<file path="src/rtl/alu_ctl_pkg.sv">
// rtl/alu_ctl_pkg.sv - shared types and widths for the ALU sharing arbiter
package alu_ctl_pkg;

    localparam int WIDTH   = 8;
    localparam int ACODE_W = 3;
    localparam int SCODE_W = 2;

    typedef enum logic [1:0] {
        ST_IDLE = 2'd0,
        ST_EXEC = 2'd1,
        ST_DONE = 2'd2
    } state_t;

    typedef struct packed {
        logic [WIDTH-1:0]   a;
        logic [WIDTH-1:0]   b;
        logic               cin;
        logic               is_shift;
        logic [SCODE_W-1:0] scode;
        logic [ACODE_W-1:0] acode;
    } op_t;

endpackage

</file>
<file path="src/rtl/alu_share_arb_if.sv">
// rtl/alu_share_arb_if.sv - requester, ALU and result signals of the ALU sharing arbiter
interface alu_share_arb_if;
    import alu_ctl_pkg::*;

    logic               req0, req1;
    logic [WIDTH-1:0]   a0, a1, b0, b1;
    logic               cin0, cin1, shift0, shift1;
    logic [SCODE_W-1:0] scode0, scode1;
    logic [ACODE_W-1:0] acode0, acode1;

    logic [WIDTH-1:0]   alu_a, alu_b;
    logic               alu_cin, alu_is_shift;
    logic [SCODE_W-1:0] alu_scode;
    logic [ACODE_W-1:0] alu_acode;
    logic [WIDTH-1:0]   alu_r;
    logic               alu_zero, alu_cout;

    logic               busy, owner, done0, done1;
    logic [WIDTH-1:0]   r;
    logic               zero, carry_out;

    modport master (
        output req0, req1, a0, a1, b0, b1, cin0, cin1, shift0, shift1,
               scode0, scode1, acode0, acode1, alu_r, alu_zero, alu_cout,
        input  alu_a, alu_b, alu_cin, alu_is_shift, alu_scode, alu_acode,
               busy, owner, done0, done1, r, zero, carry_out
    );

    modport slave (
        input  req0, req1, a0, a1, b0, b1, cin0, cin1, shift0, shift1,
               scode0, scode1, acode0, acode1, alu_r, alu_zero, alu_cout,
        output alu_a, alu_b, alu_cin, alu_is_shift, alu_scode, alu_acode,
               busy, owner, done0, done1, r, zero, carry_out
    );

endinterface

</file>
<file path="src/rtl/alu_arb_pick.sv">
// rtl/alu_arb_pick.sv - 2-way grant picker; ALU_ARB_RR_EN selects round-robin ties, else port 0 wins
module alu_arb_pick (
    input  logic i_req0,
    input  logic i_req1,
    input  logic i_ptr,
    output logic o_grant,
    output logic o_any
);

    assign o_any = i_req0 | i_req1;

`ifdef ALU_ARB_RR_EN
    // i_ptr is the port favoured on a tie
    assign o_grant = (i_req0 & i_req1) ? i_ptr : i_req1;
`else
    logic w_unused_ptr;
    assign w_unused_ptr = i_ptr;
    assign o_grant      = i_req1 & ~i_req0;
`endif

endmodule

</file>
<file path="src/rtl/alu_share_arb.sv">
// rtl/alu_share_arb.sv - shares one combinational ALU between two requesters (IDLE/EXEC/DONE)
// ALU_ARB_RR_EN defined: round-robin tie break; undefined: fixed priority to port 0.
import alu_ctl_pkg::*;

module alu_share_arb (
    input  logic           clk,
    input  logic           rst_n,
    alu_share_arb_if.slave bus
);

    state_t           r_state;
    op_t              r_alu;
    logic             r_busy, r_owner, r_done0, r_done1, r_zero, r_cout;
    logic [WIDTH-1:0] r_r;

    logic             w_grant, w_any, w_ptr;
    op_t              w_op0, w_op1, w_sel;

    assign w_op0 = '{a: bus.a0, b: bus.b0, cin: bus.cin0, is_shift: bus.shift0,
                     scode: bus.scode0, acode: bus.acode0};
    assign w_op1 = '{a: bus.a1, b: bus.b1, cin: bus.cin1, is_shift: bus.shift1,
                     scode: bus.scode1, acode: bus.acode1};
    assign w_sel = w_grant ? w_op1 : w_op0;

    alu_arb_pick u_pick (
        .i_req0  (bus.req0),
        .i_req1  (bus.req1),
        .i_ptr   (w_ptr),
        .o_grant (w_grant),
        .o_any   (w_any)
    );

`ifdef ALU_ARB_RR_EN
    logic r_ptr;
    always_ff @(posedge clk or negedge rst_n) begin
        if (!rst_n)
            r_ptr <= 1'b0;
        else if (r_state == ST_IDLE && w_any)
            r_ptr <= ~w_grant;
    end
    assign w_ptr = r_ptr;
`else
    assign w_ptr = 1'b0;
`endif

    // Operand registers only load on a grant so the ALU inputs stay quiet otherwise
    always_ff @(posedge clk or negedge rst_n) begin
        if (!rst_n) begin
            r_state <= ST_IDLE;
            r_alu   <= '0;
            r_busy  <= 1'b0;
            r_owner <= 1'b0;
            r_done0 <= 1'b0;
            r_done1 <= 1'b0;
            r_r     <= '0;
            r_zero  <= 1'b0;
            r_cout  <= 1'b0;
        end else begin
            r_done0 <= 1'b0;
            r_done1 <= 1'b0;
            case (r_state)
                ST_IDLE: begin
                    if (w_any) begin
                        r_alu   <= w_sel;
                        r_owner <= w_grant;
                        r_busy  <= 1'b1;
                        r_state <= ST_EXEC;
                    end
                end
                ST_EXEC: begin
                    r_r     <= bus.alu_r;
                    r_zero  <= bus.alu_zero;
                    r_cout  <= bus.alu_cout;
                    r_done0 <= ~r_owner;
                    r_done1 <= r_owner;
                    r_state <= ST_DONE;
                end
                ST_DONE: begin
                    r_busy  <= 1'b0;
                    r_state <= ST_IDLE;
                end
                default: begin
                    r_busy  <= 1'b0;
                    r_state <= ST_IDLE;
                end
            endcase
        end
    end

    assign bus.alu_a        = r_alu.a;
    assign bus.alu_b        = r_alu.b;
    assign bus.alu_cin      = r_alu.cin;
    assign bus.alu_is_shift = r_alu.is_shift;
    assign bus.alu_scode    = r_alu.scode;
    assign bus.alu_acode    = r_alu.acode;
    assign bus.busy         = r_busy;
    assign bus.owner        = r_owner;
    assign bus.done0        = r_done0;
    assign bus.done1        = r_done1;
    assign bus.r            = r_r;
    assign bus.zero         = r_zero;
    assign bus.carry_out    = r_cout;

endmodule

</file>
<file path="src/flat_wrapper.sv">
// flat-port wrapper written by rule: the top's interface ports become plain ports
module alu_share_arb_flat 
  (clk, rst_n, bus_req0, bus_req1, bus_a0, bus_a1, bus_b0, bus_b1, bus_cin0, bus_cin1, bus_shift0, bus_shift1, bus_scode0, bus_scode1, bus_acode0, bus_acode1, bus_alu_r, bus_alu_zero, bus_alu_cout, bus_alu_a, bus_alu_b, bus_alu_cin, bus_alu_is_shift, bus_alu_scode, bus_alu_acode, bus_busy, bus_owner, bus_done0, bus_done1, bus_r, bus_zero, bus_carry_out);
  alu_share_arb_if bus_i ();
  input  logic clk;
  input  logic rst_n;
  input wire logic [$bits(bus_i.req0)-1:0] bus_req0;
  input wire logic [$bits(bus_i.req1)-1:0] bus_req1;
  input wire logic [$bits(bus_i.a0)-1:0] bus_a0;
  input wire logic [$bits(bus_i.a1)-1:0] bus_a1;
  input wire logic [$bits(bus_i.b0)-1:0] bus_b0;
  input wire logic [$bits(bus_i.b1)-1:0] bus_b1;
  input wire logic [$bits(bus_i.cin0)-1:0] bus_cin0;
  input wire logic [$bits(bus_i.cin1)-1:0] bus_cin1;
  input wire logic [$bits(bus_i.shift0)-1:0] bus_shift0;
  input wire logic [$bits(bus_i.shift1)-1:0] bus_shift1;
  input wire logic [$bits(bus_i.scode0)-1:0] bus_scode0;
  input wire logic [$bits(bus_i.scode1)-1:0] bus_scode1;
  input wire logic [$bits(bus_i.acode0)-1:0] bus_acode0;
  input wire logic [$bits(bus_i.acode1)-1:0] bus_acode1;
  input wire logic [$bits(bus_i.alu_r)-1:0] bus_alu_r;
  input wire logic [$bits(bus_i.alu_zero)-1:0] bus_alu_zero;
  input wire logic [$bits(bus_i.alu_cout)-1:0] bus_alu_cout;
  output wire logic [$bits(bus_i.alu_a)-1:0] bus_alu_a;
  output wire logic [$bits(bus_i.alu_b)-1:0] bus_alu_b;
  output wire logic [$bits(bus_i.alu_cin)-1:0] bus_alu_cin;
  output wire logic [$bits(bus_i.alu_is_shift)-1:0] bus_alu_is_shift;
  output wire logic [$bits(bus_i.alu_scode)-1:0] bus_alu_scode;
  output wire logic [$bits(bus_i.alu_acode)-1:0] bus_alu_acode;
  output wire logic [$bits(bus_i.busy)-1:0] bus_busy;
  output wire logic [$bits(bus_i.owner)-1:0] bus_owner;
  output wire logic [$bits(bus_i.done0)-1:0] bus_done0;
  output wire logic [$bits(bus_i.done1)-1:0] bus_done1;
  output wire logic [$bits(bus_i.r)-1:0] bus_r;
  output wire logic [$bits(bus_i.zero)-1:0] bus_zero;
  output wire logic [$bits(bus_i.carry_out)-1:0] bus_carry_out;
  assign bus_i.req0 = bus_req0;
  assign bus_i.req1 = bus_req1;
  assign bus_i.a0 = bus_a0;
  assign bus_i.a1 = bus_a1;
  assign bus_i.b0 = bus_b0;
  assign bus_i.b1 = bus_b1;
  assign bus_i.cin0 = bus_cin0;
  assign bus_i.cin1 = bus_cin1;
  assign bus_i.shift0 = bus_shift0;
  assign bus_i.shift1 = bus_shift1;
  assign bus_i.scode0 = bus_scode0;
  assign bus_i.scode1 = bus_scode1;
  assign bus_i.acode0 = bus_acode0;
  assign bus_i.acode1 = bus_acode1;
  assign bus_i.alu_r = bus_alu_r;
  assign bus_i.alu_zero = bus_alu_zero;
  assign bus_i.alu_cout = bus_alu_cout;
  assign bus_alu_a = bus_i.alu_a;
  assign bus_alu_b = bus_i.alu_b;
  assign bus_alu_cin = bus_i.alu_cin;
  assign bus_alu_is_shift = bus_i.alu_is_shift;
  assign bus_alu_scode = bus_i.alu_scode;
  assign bus_alu_acode = bus_i.alu_acode;
  assign bus_busy = bus_i.busy;
  assign bus_owner = bus_i.owner;
  assign bus_done0 = bus_i.done0;
  assign bus_done1 = bus_i.done1;
  assign bus_r = bus_i.r;
  assign bus_zero = bus_i.zero;
  assign bus_carry_out = bus_i.carry_out;
  alu_share_arb u_core (.clk(clk), .rst_n(rst_n), .bus(bus_i));
endmodule
</file>
<file path="config.mk">
export PLATFORM = sky130hd
export DESIGN_NAME = alu_share_arb_flat
export DESIGN_NICKNAME = d
export VERILOG_FILES = /design/src/rtl/alu_ctl_pkg.sv /design/src/rtl/alu_share_arb_if.sv /design/src/rtl/alu_arb_pick.sv /design/src/rtl/alu_share_arb.sv /design/src/flat_wrapper.sv
export SDC_FILE = /design/constraint.sdc
export NUM_CORES = 1
export LEC_CHECK = 0
export CAP_MARGIN = 20
export CORE_MARGIN = 1
export CORE_UTILIZATION = 25
export CTS_CLUSTER_DIAMETER = 200
export DETAILED_ROUTE_END_ITERATION = 7
export PLACE_DENSITY = 0.63
export SETUP_SLACK_MARGIN = 0.02
export SKIP_CTS_REPAIR_TIMING = 1
export SLEW_MARGIN = 20
export SYNTH_ARGS = -nofsm -noshare
export SYNTH_HDL_FRONTEND = slang
export SYNTH_SLANG_ARGS = --single-unit
</file>
<file path="constraint.sdc">
create_clock -name clk -period 1.4 [get_ports clk]
set_input_delay 0.28 -clock clk [delete_from_list [all_inputs] [get_ports clk]]
set_output_delay 0.28 -clock clk [all_outputs]
set_load 0.01 [all_outputs]
</file>
==> results.md, run 1 <==
* Crit path capture type: flip-flop
* First-pass iteration count of the detailed router at 4
* Area share of the largest cell type after synthesis at 0.516
* Number of synthesized register bits at 39
* Setup Skew at 0.00327 ns
* Worst Hold Depth at 3
* Crit path kind: flip-flop to flip-flop
* Cell variety after synth at 15
* Via count at 1,312
* Root Driver: clkbuf_8
* Max-slew violation count at 0
* RR Endpoint: u_core.bus.alu_acode[1]$_DFFE_PN0P_
* DR DRC count at 0
* Clock Latency Late Sink at 0.28 ns
* Post-Syn Area per Cell at 16.7 µm²
* XOR/XNOR share of the synthesized area at 0
* Nets at 284
* Die height at 89.0 µm
* Ys Warns at 0
* Largest cells by area after synthesis: dfrtp_1 (52%), mux2_4 (32%), mux2_2 (9.5%), buf_12 (2.1%), buf_4 (1.2%)
* Post-synthesis sequential area ratio at 0.516
* Fin. Hold Viols at 0
* Post-Syn Area at 1890 µm²
* Rel. slew slack at 0.716
* ANT cells at 0
* Post-synthesis net count at 173
* Vias in the first global route at 1,371
* Multi-input logic area at 858 µm²
* Number of clock sinks at 39
* Slew @ Worst Pin at 0.426 ns
* Worst hold slack at 0.308 ns
* Commonest cells in the netlist: mux2_4 (40), dfrtp_1 (39), mux2_2 (16)
* Total CTS buffers at 5
* Vias/cell at 4.05
* PwrDens at 1890 nW/µm²
* I/O pins at 97
* Routed WL at 4380 µm
* Max-cap violations at 0
* RSZ-0062 raised after global routing: yes
* Maximum vdd drop at 0.000810 V
* Crit path launch: u_core.r_state[0]$_DFFE_PN0P_
* Worst Hold Endpoint: u_core.bus.owner$_DFFE_PN0P_
* Cells after synthesis at 113
* Mux contribution to synthesized area at 0.413
* Fmax achieved at 742 MHz
* Overall Power at 6.39 mW
* Grt ovf at 0
* Hpwl dp at 3130 µm
* DR iter-0 viols at 28
* Post-synth ARST share at 1.00
* Reg2Reg Setup Slack at 0.05 ns
* Highest Signal Layer: met4
* Post-Synth Simple-Gate Area at 0.0126
* Lkg Pwr at 1.84 nW
* Initial antenna violation count at 0
* Num rows at 31
* Hold path start: bus_req0
* Max H-tree Level at 2
* Initial Utilization at 0.259
* CP Data Arrival Time at 1.52 ns
* Worst-case clock buffer depth at 2
* Synth area leader: dfrtp_1
* Post-synth EDFFs at 0
* DR WL met3 at 302 µm
* P&R area growth vs syn at 79.0%
* Post-route setup TNS at 0 ns
* RR Startpoint: u_core.r_state[0]$_DFFE_PN0P_
* Layout fillers at 687
* Top-count cell post-synth: mux2_4
* I/O Buffers at 96
* Post-synth top flop: dfrtp_1
* Core Area at 7290 µm²
* First-pass GRT wire length at 6350 µm
* Share of cells above drive strength 1 at 0.364
* Post-route clock period utilization at 0.963
* Crit-path max FO at 6
* Routed wl met2 at 2150 µm
* CTS tree: yes
* Combinational family with the most area after synthesis: multiplexers
* Largest net degree at the start of global routing at 24
* Die width at 89.0 µm
* Total die area at 7920 µm²
* Setup violations, final at 0
* Outcome: completed
* Fin util at 0.464
* Clk slew on worst S/H paths at 0.08 ns
* Startpoint types: flip-flop
* Gpl congestion at 0.623
* Compound-Gate Fraction of Synth Area at 0.0132
* Adder-Cell Fraction of Synth Area at 0
* HP Class: primary input to flip-flop
* FF-to-FF path depth at 4
* GRT Resource Usage Total at 0.107
* Worst path required time at 1.57 ns
* Crit path time final at 1.35 ns
* Met1 WL at 1910 µm
* Antenna-violating nets left at 0
* DR WL/cell at 13.5 µm
* FF+latch area at 976 µm²
power breakdown:
group	switching, mW	leakage (nW)	internal (mW)
Clock	0.408	0.0644	0.711
Combinational	1.11	1.32	2.18
Sequential	0.275	0.459	1.70
Total	1.80	1.84	4.60
worst max-delay path, stage by stage (launching register included):
cell       delay, ns
dfrtp_1         0.40
nor2_2          0.15
o21a_4          0.22
clkbuf_16       0.18
mux2_4          0.29
cells in the final DEF, fill, tap and decap left out, drive strengths merged:
cell type,instances
clkdlybuf4s50,56
mux2,56
dlymetal6s2s,39
dfrtp,39
buf,12
clkbuf,8
inv,2
a21oi,2
bufinv,2
nor2,2
and3,1
nand2,1
nand2b,1
o21a,1
a21o,1
clkinvlp,1
dlygate4sd3,1
logic make-up (layout without fill, tap and decap cells):
kind of cell / after synthesis / in the layout
muxes: 56 / 56
DFF: 39 / 39
buffers and inverters: 9 / 121
and+or+nand+nor: 5 / 5
AOI/OAI and AO/OA: 4 / 4
metal layers:
| layer | vias to the layer above | track usage |
|---|---|---|
| li1 | 619 | - |
| met1 | 641 | 0.126 |
| met2 | 50 | 0.187 |
| met3 | 2 | 0.0369 |
| met4 | 0 | 0.0260 |
| met5 | - | 0 |
per-stage QoR:
stage               instances  setup slack [ns]  area, µm²
global route              324           -0.0222       3390
detailed placement        310            -0.428       3030
global placement          310            -0.400       3030
CTS                       318            -0.109       3160
floorplan                 113            0.0213       1900
finish                    324            0.0520       3390
area by class of cell:
type	count	area share
multi-input combinational	65	0.254
clock inverter	3	0.0200
sequential	39	0.288
timing repair buffer	111	0.379
inverter	2	0.00222
tap	99	0.0366
clock buffer	5	0.0203
state kept, by name, indices dropped and copies added, names as in the netlist:
name / cells
u_core.bus.done0: 1
u_core.bus.alu_is_shift: 1
u_core.r_state: 2
u_core.bus.alu_a: 8
u_core.bus.busy: 1
u_core.bus.zero: 1
u_core.bus.alu_acode: 3
u_core.bus.alu_scode: 2
u_core.bus.alu_cin: 1
u_core.bus.done1: 1
u_core.bus.r: 8
u_core.bus.alu_b: 8
u_core.bus.owner: 1
u_core.bus.carry_out: 1
worst max path at each step:
stage / to / slack [ns] / cells past startpoint
after CTS: u_core.bus.alu_b[4]$_DFFE_PN0P_ / -0.11 / 5
after detailed placement: u_core.bus.alu_b[4]$_DFFE_PN0P_ / -0.43 / 5
final: u_core.bus.alu_acode[1]$_DFFE_PN0P_ / 0.05 / 4
after floorplan: u_core.bus.alu_a[0]$_DFFE_PN0P_ / 0.02 / 5
after global placement: u_core.bus.alu_b[3]$_DFFE_PN0P_ / -0.40 / 5
after global routing: u_core.bus.alu_b[7]$_DFFE_PN0P_ / -0.02 / 4
Power figures use the tool's default switching activity.
==> inputs of run 2 (changes only) <==
--- a/config.mk
+++ b/config.mk
@@ -10,7 +10,8 @@
 export CORE_UTILIZATION = 25
 export CTS_CLUSTER_DIAMETER = 200
 export DETAILED_ROUTE_END_ITERATION = 7
-export PLACE_DENSITY = 0.63
+export DONT_BUFFER_PORTS = 1
+export PLACE_DENSITY = 0.46
 export SETUP_SLACK_MARGIN = 0.02
 export SKIP_CTS_REPAIR_TIMING = 1
 export SLEW_MARGIN = 20
==> run 2 against run 1 <==
Utilization fell by 16 points. Largest power group is now sequential cells. Sequential share of layout area rose by 14 points. Total power is 19% lower. Hold slack lost 0.24 ns. Highest routed layer unchanged. Design area shrank 33%. Fmax up 0.89%. Final cell count decreased by 31%.
==> results.md, run 2 (same netlist as run 1, synthesis figures left out) <==
* Outcome: completed (unchanged)
* Number of clock sinks at 39 (unchanged)
* RR Endpoint: u_core.bus.alu_acode[1]$_DFFE_PN0P_ (unchanged)
* FF-to-FF path depth at 4 (unchanged)
* Core Area at 7290 µm² (unchanged)
* Largest net degree at the start of global routing at 40 (was 24)
* Vias/cell at 4.25 (was 4.05)
* Crit-path leading delay family: flip-flops (unchanged)
* Grt ovf at 0 (unchanged)
* Worst-case clock buffer depth at 2 (unchanged)
* Slew @ Worst Pin at 0.214 ns (was 0.426 ns)
* Overall Power at 5.16 mW (was 6.39 mW)
* Crit path kind: flip-flop to flip-flop (unchanged)
* Startpoint types: flip-flop (unchanged)
* Max H-tree Level at 2 (unchanged)
* RSZ-0062 raised after global routing: yes (unchanged)
* GRT Resource Usage Total at 0.0870 (was 0.107)
* Fmax achieved at 748 MHz (was 742 MHz)
* Die width at 89.0 µm (unchanged)
* Max-slew violation count at 0 (unchanged)
* Crit-path max FO at 13 (was 6)
* Hold path start: bus_req0 (unchanged)
* Worst path required time at 1.58 ns (was 1.57 ns)
* DP Area at 2050 µm² (was 3030 µm²)
* First-pass iteration count of the detailed router at 4 (unchanged)
* Design Area, Final at 2250 µm² (was 3390 µm²)
* Vias in the first global route at 939 (was 1,371)
* CP bufs+invs at 1 (unchanged)
* Placed insts at 212 (was 310)
* HP Class: primary input to flip-flop (unchanged)
* DR DRC count at 0 (unchanged)
* CP Data Arrival Time at 1.51 ns (was 1.52 ns)
* Setup Skew at 0.00639 ns (was 0.00327 ns)
* Num rows at 31 (unchanged)
* DR WL/cell at 16.0 µm (was 13.5 µm)
* CP cell instances: nor2_2 > o21a_4 > buf_12 > mux2_4 (was nor2_2 > o21a_4 > clkbuf_16 > mux2_4)
* CTS tree: yes (unchanged)
* Fin. Hold Viols at 0 (unchanged)
* CP max stage delay at 0.40 ns (about the same)
* Commonest non-fill, non-tap cells in the layout: mux2_4 (40), dfrtp_1 (39), mux2_2 (16) (was clkdlybuf4s50_1 (56), mux2_4 (43), dlymetal6s2s_1 (39), dfrtp_1 (39), mux2_2 (13))
* Gpl congestion at 0.655 (was 0.623)
* Post-route clock period utilization at 0.954 (was 0.963)
* Reg2Reg Setup Slack at 0.06 ns (was 0.05 ns)
* Maximum vdd drop at 0.000707 V (was 0.000810 V)
* Antenna-violating nets left at 0 (unchanged)
* First-pass GRT wire length at 4920 µm (was 6350 µm)
* Crit path launch: u_core.r_state[0]$_DFFE_PN0P_ (unchanged)
* Total CTS buffers at 5 (unchanged)
* Clk slew on worst S/H paths at 0.08 ns (about the same)
* Routed WL at 3600 µm (was 4380 µm)
* DR iter-0 viols at 20 (was 28)
* Hpwl dp at 2550 µm (was 3130 µm)
* Setup violations, final at 0 (unchanged)
* Share of cells above drive strength 1 at 0.619 (was 0.364)
* Clock Latency Late Sink at 0.29 ns (was 0.28 ns)
* Worst Hold Endpoint: u_core.bus.owner$_DFFE_PN0P_ (unchanged)
* PwrDens at 2290 nW/µm² (was 1890 nW/µm²)
* Post-route insts no fill at 225 (was 324)
* I/O pins at 97 (unchanged)
* Initial Utilization at 0.259 (unchanged)
* ANT cells at 0 (unchanged)
* Initial antenna violation count at 0 (unchanged)
* Worst Hold Depth at 1 (was 3)
* Lkg Pwr at 1.05 nW (was 1.84 nW)
* Via count at 957 (was 1,312)
* I/O Buffers at 0 (was 96)
* Slowest cell on the critical path: dfrtp_1 (unchanged)
* Nets at 185 (was 284)
* Rel. slew slack at 0.857 (was 0.716)
* P&R area growth vs syn at 19.2% (was 79.0%)
* Crit path capture type: flip-flop (unchanged)
* Root Driver: clkbuf_8 (unchanged)
* Worst hold slack at 0.0705 ns (was 0.308 ns)
* Total die area at 7920 µm² (unchanged)
* Crit path time final at 1.34 ns (was 1.35 ns)
* Die height at 89.0 µm (unchanged)
* Commonest non-fill, non-tap cell in the layout: mux2_4 (was clkdlybuf4s50_1)
* Max-cap violations at 0 (unchanged)
* RR Startpoint: u_core.r_state[0]$_DFFE_PN0P_ (unchanged)
==> run 2: changes by cell type in the layout (fill, tap and decap cells not counted), sizes merged <==
cell and change:
dlymetal6s2s -39, clkinv +2, clkdlybuf4s50 -56, clkbuf -2, bufinv -1, buf -2
clkinvlp -1
==> run 2: per-layer routing <==
| layer | up-vias | GRT usage | part of all wire |
|---|---|---|---|
| met4 | 0 | 0.0476 | 0.022 |
| met1 | 481 | 0.101 | 0.39 |
| met2 | 51 | 0.138 | 0.50 |
| met3 | 6 | 0.0342 | 0.096 |
| li1 | 419 | - | - |
| met5 | - | 0 | 0 |
==> run 2: worst reg2reg max path, stage by stage (launching register included) <==
cell	delay, ns
dfrtp_1	0.40
nor2_2	0.15
o21a_4	0.20
buf_12	0.17
mux2_4	0.31
==> run 2: worst max-delay path by stage <==
stage               cells after the start                                   to  slack (ns)
floorplan                               5      u_core.bus.alu_a[0]$_DFFE_PN0P_        0.02
global route                            4  u_core.bus.alu_scode[0]$_DFFE_PN0P_      -0.007
finish                                  4  u_core.bus.alu_acode[1]$_DFFE_PN0P_        0.06
global placement                        4      u_core.bus.alu_a[7]$_DFFE_PN0P_        0.03
CTS                                     4      u_core.bus.alu_b[5]$_DFFE_PN0P_       -0.03
detailed placement                      4      u_core.bus.alu_b[5]$_DFFE_PN0P_       -0.01
==> run 2: area by class of cell <==
cell class              instances  area (µm²)
clock buffers                   5        68.8
clock inverters                 3        43.8
fillers                       727        5040
inverters                       2        7.51
multi-input cells              65         842
flip-flops and latches         39         976
well taps                      99         124
repair buffers                 12         193
==> run 2: stage by stage <==
stage | setup slack, ns | setup TNS [ns] | utilization
5_1_grt | -0.00688 | -0.00868 | 0.309
4_1_cts | -0.0274 | -0.315 | 0.297
3_3_place_gp | 0.0348 | 0 | 0.282
2_1_floorplan | 0.0213 | 0 | -
6_report | 0.0639 | 0 | 0.309
3_5_place_dp | -0.0135 | -0.141 | 0.282
==> run 2: report_power, final <==
part,switching [mW],total [mW],internal (mW)
registers,0.666,2.37,1.71
clock network,0.404,0.935,0.531
logic,0.587,1.85,1.26
==> inputs of run 3 (changes only) <==
--- a/config.mk
+++ b/config.mk
@@ -7,11 +7,11 @@
 export LEC_CHECK = 0
 export CAP_MARGIN = 20
 export CORE_MARGIN = 1
-export CORE_UTILIZATION = 25
+export CORE_UTILIZATION = 45
 export CTS_CLUSTER_DIAMETER = 200
 export DETAILED_ROUTE_END_ITERATION = 7
 export DONT_BUFFER_PORTS = 1
-export PLACE_DENSITY = 0.46
+export PLACE_DENSITY = 0.68
 export SETUP_SLACK_MARGIN = 0.02
 export SKIP_CTS_REPAIR_TIMING = 1
 export SLEW_MARGIN = 20
==> run 3 against run 2 <==
Clock skew shrank 0.0029 ns. Hold slack better by 0.0049 ns. Global-route usage rose by 6.6 points. Fmax rose by 2.3%. Combinational power is 6% lower. Count of clock-buffer cells in the layout up 3. Via count shrank 0.42%. Setup slack better by 0.030 ns. Design area down 5.9%. Critical path type unchanged. Critical endpoint is now u_core.bus.alu_b[5]$_DFFE_PN0P_. Highest routed layer unchanged.
==> results.md, run 3 (same netlist as run 1, synthesis figures left out) <==
* Core Area at 4030 µm² (was 7290 µm²)
* Grt ovf at 0 (unchanged)
* I/O pins at 97 (unchanged)
* Root Driver: clkbuf_8 (unchanged)
* Switch share at 0.324 (was 0.321)
* DR DRC count at 0 (unchanged)
* GR Util met3 at 0.0788 (was 0.0342)
* Die width at 66.8 µm (was 89.0 µm)
* Crit path kind: flip-flop to flip-flop (unchanged)
* I/O Buffers at 0 (unchanged)
* Met1 GRT Util at 0.172 (was 0.101)
* Busiest grt layer: met2 (unchanged)
* Commonest non-fill, non-tap cell in the layout: mux2_4 (unchanged)
* Die height at 66.8 µm (was 89.0 µm)
* Crit path time final at 1.31 ns (was 1.34 ns)
* Rel. slew slack at 0.822 (was 0.857)
* Largest net degree at the start of global routing at 40 (unchanged)
* Post-route clock period utilization at 0.933 (was 0.954)
* Total die area at 4470 µm² (was 7920 µm²)
* Seq pwr share at 0.481 (was 0.460)
* Vias/cell at 5.51 (was 4.25)
* CTS tree: yes (unchanged)
* CP max stage delay at 0.39 ns (was 0.40 ns)
* Setup violations, final at 0 (unchanged)
* Share of cells above drive strength 1 at 0.602 (was 0.619)
* Initial Utilization at 0.470 (was 0.259)
* Initial antenna violation count at 0 (unchanged)
* HP Class: primary input to flip-flop (unchanged)
* Antenna-violating nets left at 0 (unchanged)
* Number of clock sinks at 39 (unchanged)
* Post-route setup TNS at 0 ns (unchanged)
* GRT Resource Usage Total at 0.153 (was 0.0870)
* Setup Skew at 0.00354 ns (was 0.00639 ns)
* Overall Power at 4.92 mW (was 5.16 mW)
* DP Area at 1930 µm² (was 2050 µm²)
* Slew @ Worst Pin at 0.265 ns (was 0.214 ns)
* DR WL/cell at 19.2 µm (was 16.0 µm)
* Routed WL at 3330 µm (was 3600 µm)
* Max-slew violation count at 0 (unchanged)
* P&R area growth vs syn at 12.1% (was 19.2%)
* Clk slew on worst S/H paths at 0.07 ns (was 0.08 ns)
* CP Data Arrival Time at 1.47 ns (was 1.51 ns)
* Via count at 953 (was 957)
* Worst path required time at 1.57 ns (was 1.58 ns)
* Gpl congestion at 0.703 (was 0.655)
* Outcome: completed (unchanged)
* Num rows at 23 (was 31)
* Maximum vdd drop at 0.000918 V (was 0.000707 V)
* Switching Power at 1.59 mW (was 1.66 mW)
* Vias in the first global route at 969 (was 939)
* DR iter-0 viols at 29 (was 20)
* Crit path capture type: flip-flop (unchanged)
* Crit-path max FO at 8 (was 13)
* Clock Latency Late Sink at 0.28 ns (was 0.29 ns)
* First-pass GRT wire length at 4750 µm (was 4920 µm)
* Lkg Pwr at 1.01 nW (was 1.05 nW)
* ANT cells at 0 (unchanged)
* Design Area, Final at 2120 µm² (was 2250 µm²)
* Setup ws final at 0.0938 ns (was 0.0639 ns)
* Pre-CTS WS at -0.0308 ns (was -0.0135 ns)
* Fmax achieved at 766 MHz (was 748 MHz)
* Commonest non-fill, non-tap cells in the layout: mux2_4 (40), dfrtp_1 (39), mux2_2 (16) (unchanged)
* Slowest cell on the critical path: dfrtp_1 (unchanged)
* Hpwl dp at 2310 µm (was 2550 µm)
* Routing usage on met2 at 0.241 (was 0.138)
* Fin. Hold Viols at 0 (unchanged)
* RSZ-0062 raised after global routing: no (was yes)
* Max-cap violations at 0 (unchanged)
* PwrDens at 2320 nW/µm² (was 2290 nW/µm²)
* Max H-tree Level at 2 (unchanged)
* Startpoint types: flip-flop (unchanged)
* Internal at 3.32 mW (was 3.50 mW)
* Worst-case clock buffer depth at 2 (unchanged)
* CP cell instances: nor2_2 > o21a_4 > buf_12 > mux2_2 (was nor2_2 > o21a_4 > buf_12 > mux2_4)
* Total CTS buffers at 5 (unchanged)
* Combinational share of power at 0.354 (was 0.358)
* Clock share of power at 0.166 (was 0.181)
* Nets at 182 (was 185)
* First-pass iteration count of the detailed router at 3 (was 4)
## run 3: worst max-delay path, delay by kind of cell, from the launching register on
family	cells	cell delay (ns)
buf+inv	1	0.14
simple gates	1	0.14
mux	1	0.34
flops	1	0.39
compound gates	1	0.19
## run 3: metal layers
metal / wire, µm / share of wire / vias up
met5: 0 / 0 / -
met4: 25 / 0.0075 / 0
met3: 293 / 0.088 / 2
met2: 1700 / 0.51 / 60
met1: 1310 / 0.39 / 479
li1: - / - / 412
## run 3: final cells by class
class                   count  area, µm²
well taps                  50       62.6
flip-flops and latches     39        976
clock buffers               8        100
multi-input cells          65        842
repair buffers              9        133
fillers                   347       1910
inverters                   2       7.51
## run 3: final timing paths
kind,startpoint,endpoint,slack (ns),cells after the start
worst max-delay path,u_core.r_state[0]$_DFFE_PN0P_,u_core.bus.alu_b[5]$_DFFE_PN0P_,0.09,4
worst min-delay path,bus_req0,u_core.bus.owner$_DFFE_PN0P_,0.08,1
worst max register to register,u_core.r_state[0]$_DFFE_PN0P_,u_core.bus.alu_b[5]$_DFFE_PN0P_,0.09,4
worst min register to register,u_core.bus.owner$_DFFE_PN0P_,u_core.bus.done0$_DFF_PN0_,0.54,1
max in group asynchronous,rst_n,u_core.bus.alu_scode[0]$_DFFE_PN0P_,0.75,2
min in group asynchronous,rst_n,u_core.bus.r[1]$_DFFE_PN0N_,0.44,2
## run 3: through the flow
step,hold slack (ns),std cells,util
2_1_floorplan,-0.0156,113,-
3_3_place_gp,-0.0149,160,0.479
3_5_place_dp,-0.0148,160,0.479
4_1_cts,-0.325,168,0.504
5_1_grt,0.0625,173,0.526
6_report,0.0754,173,0.526
## run 3: power groups by stage
stage          clock (mW)  sequential [mW]  combinational (mW)
2_1_floorplan           0             2.26                1.36
3_3_place_gp            0             2.38                1.45
3_5_place_dp            0             2.38                1.54
4_1_cts             0.841             2.37                1.54
5_1_grt             0.912             2.46                1.87
6_report            0.815             2.37                1.74
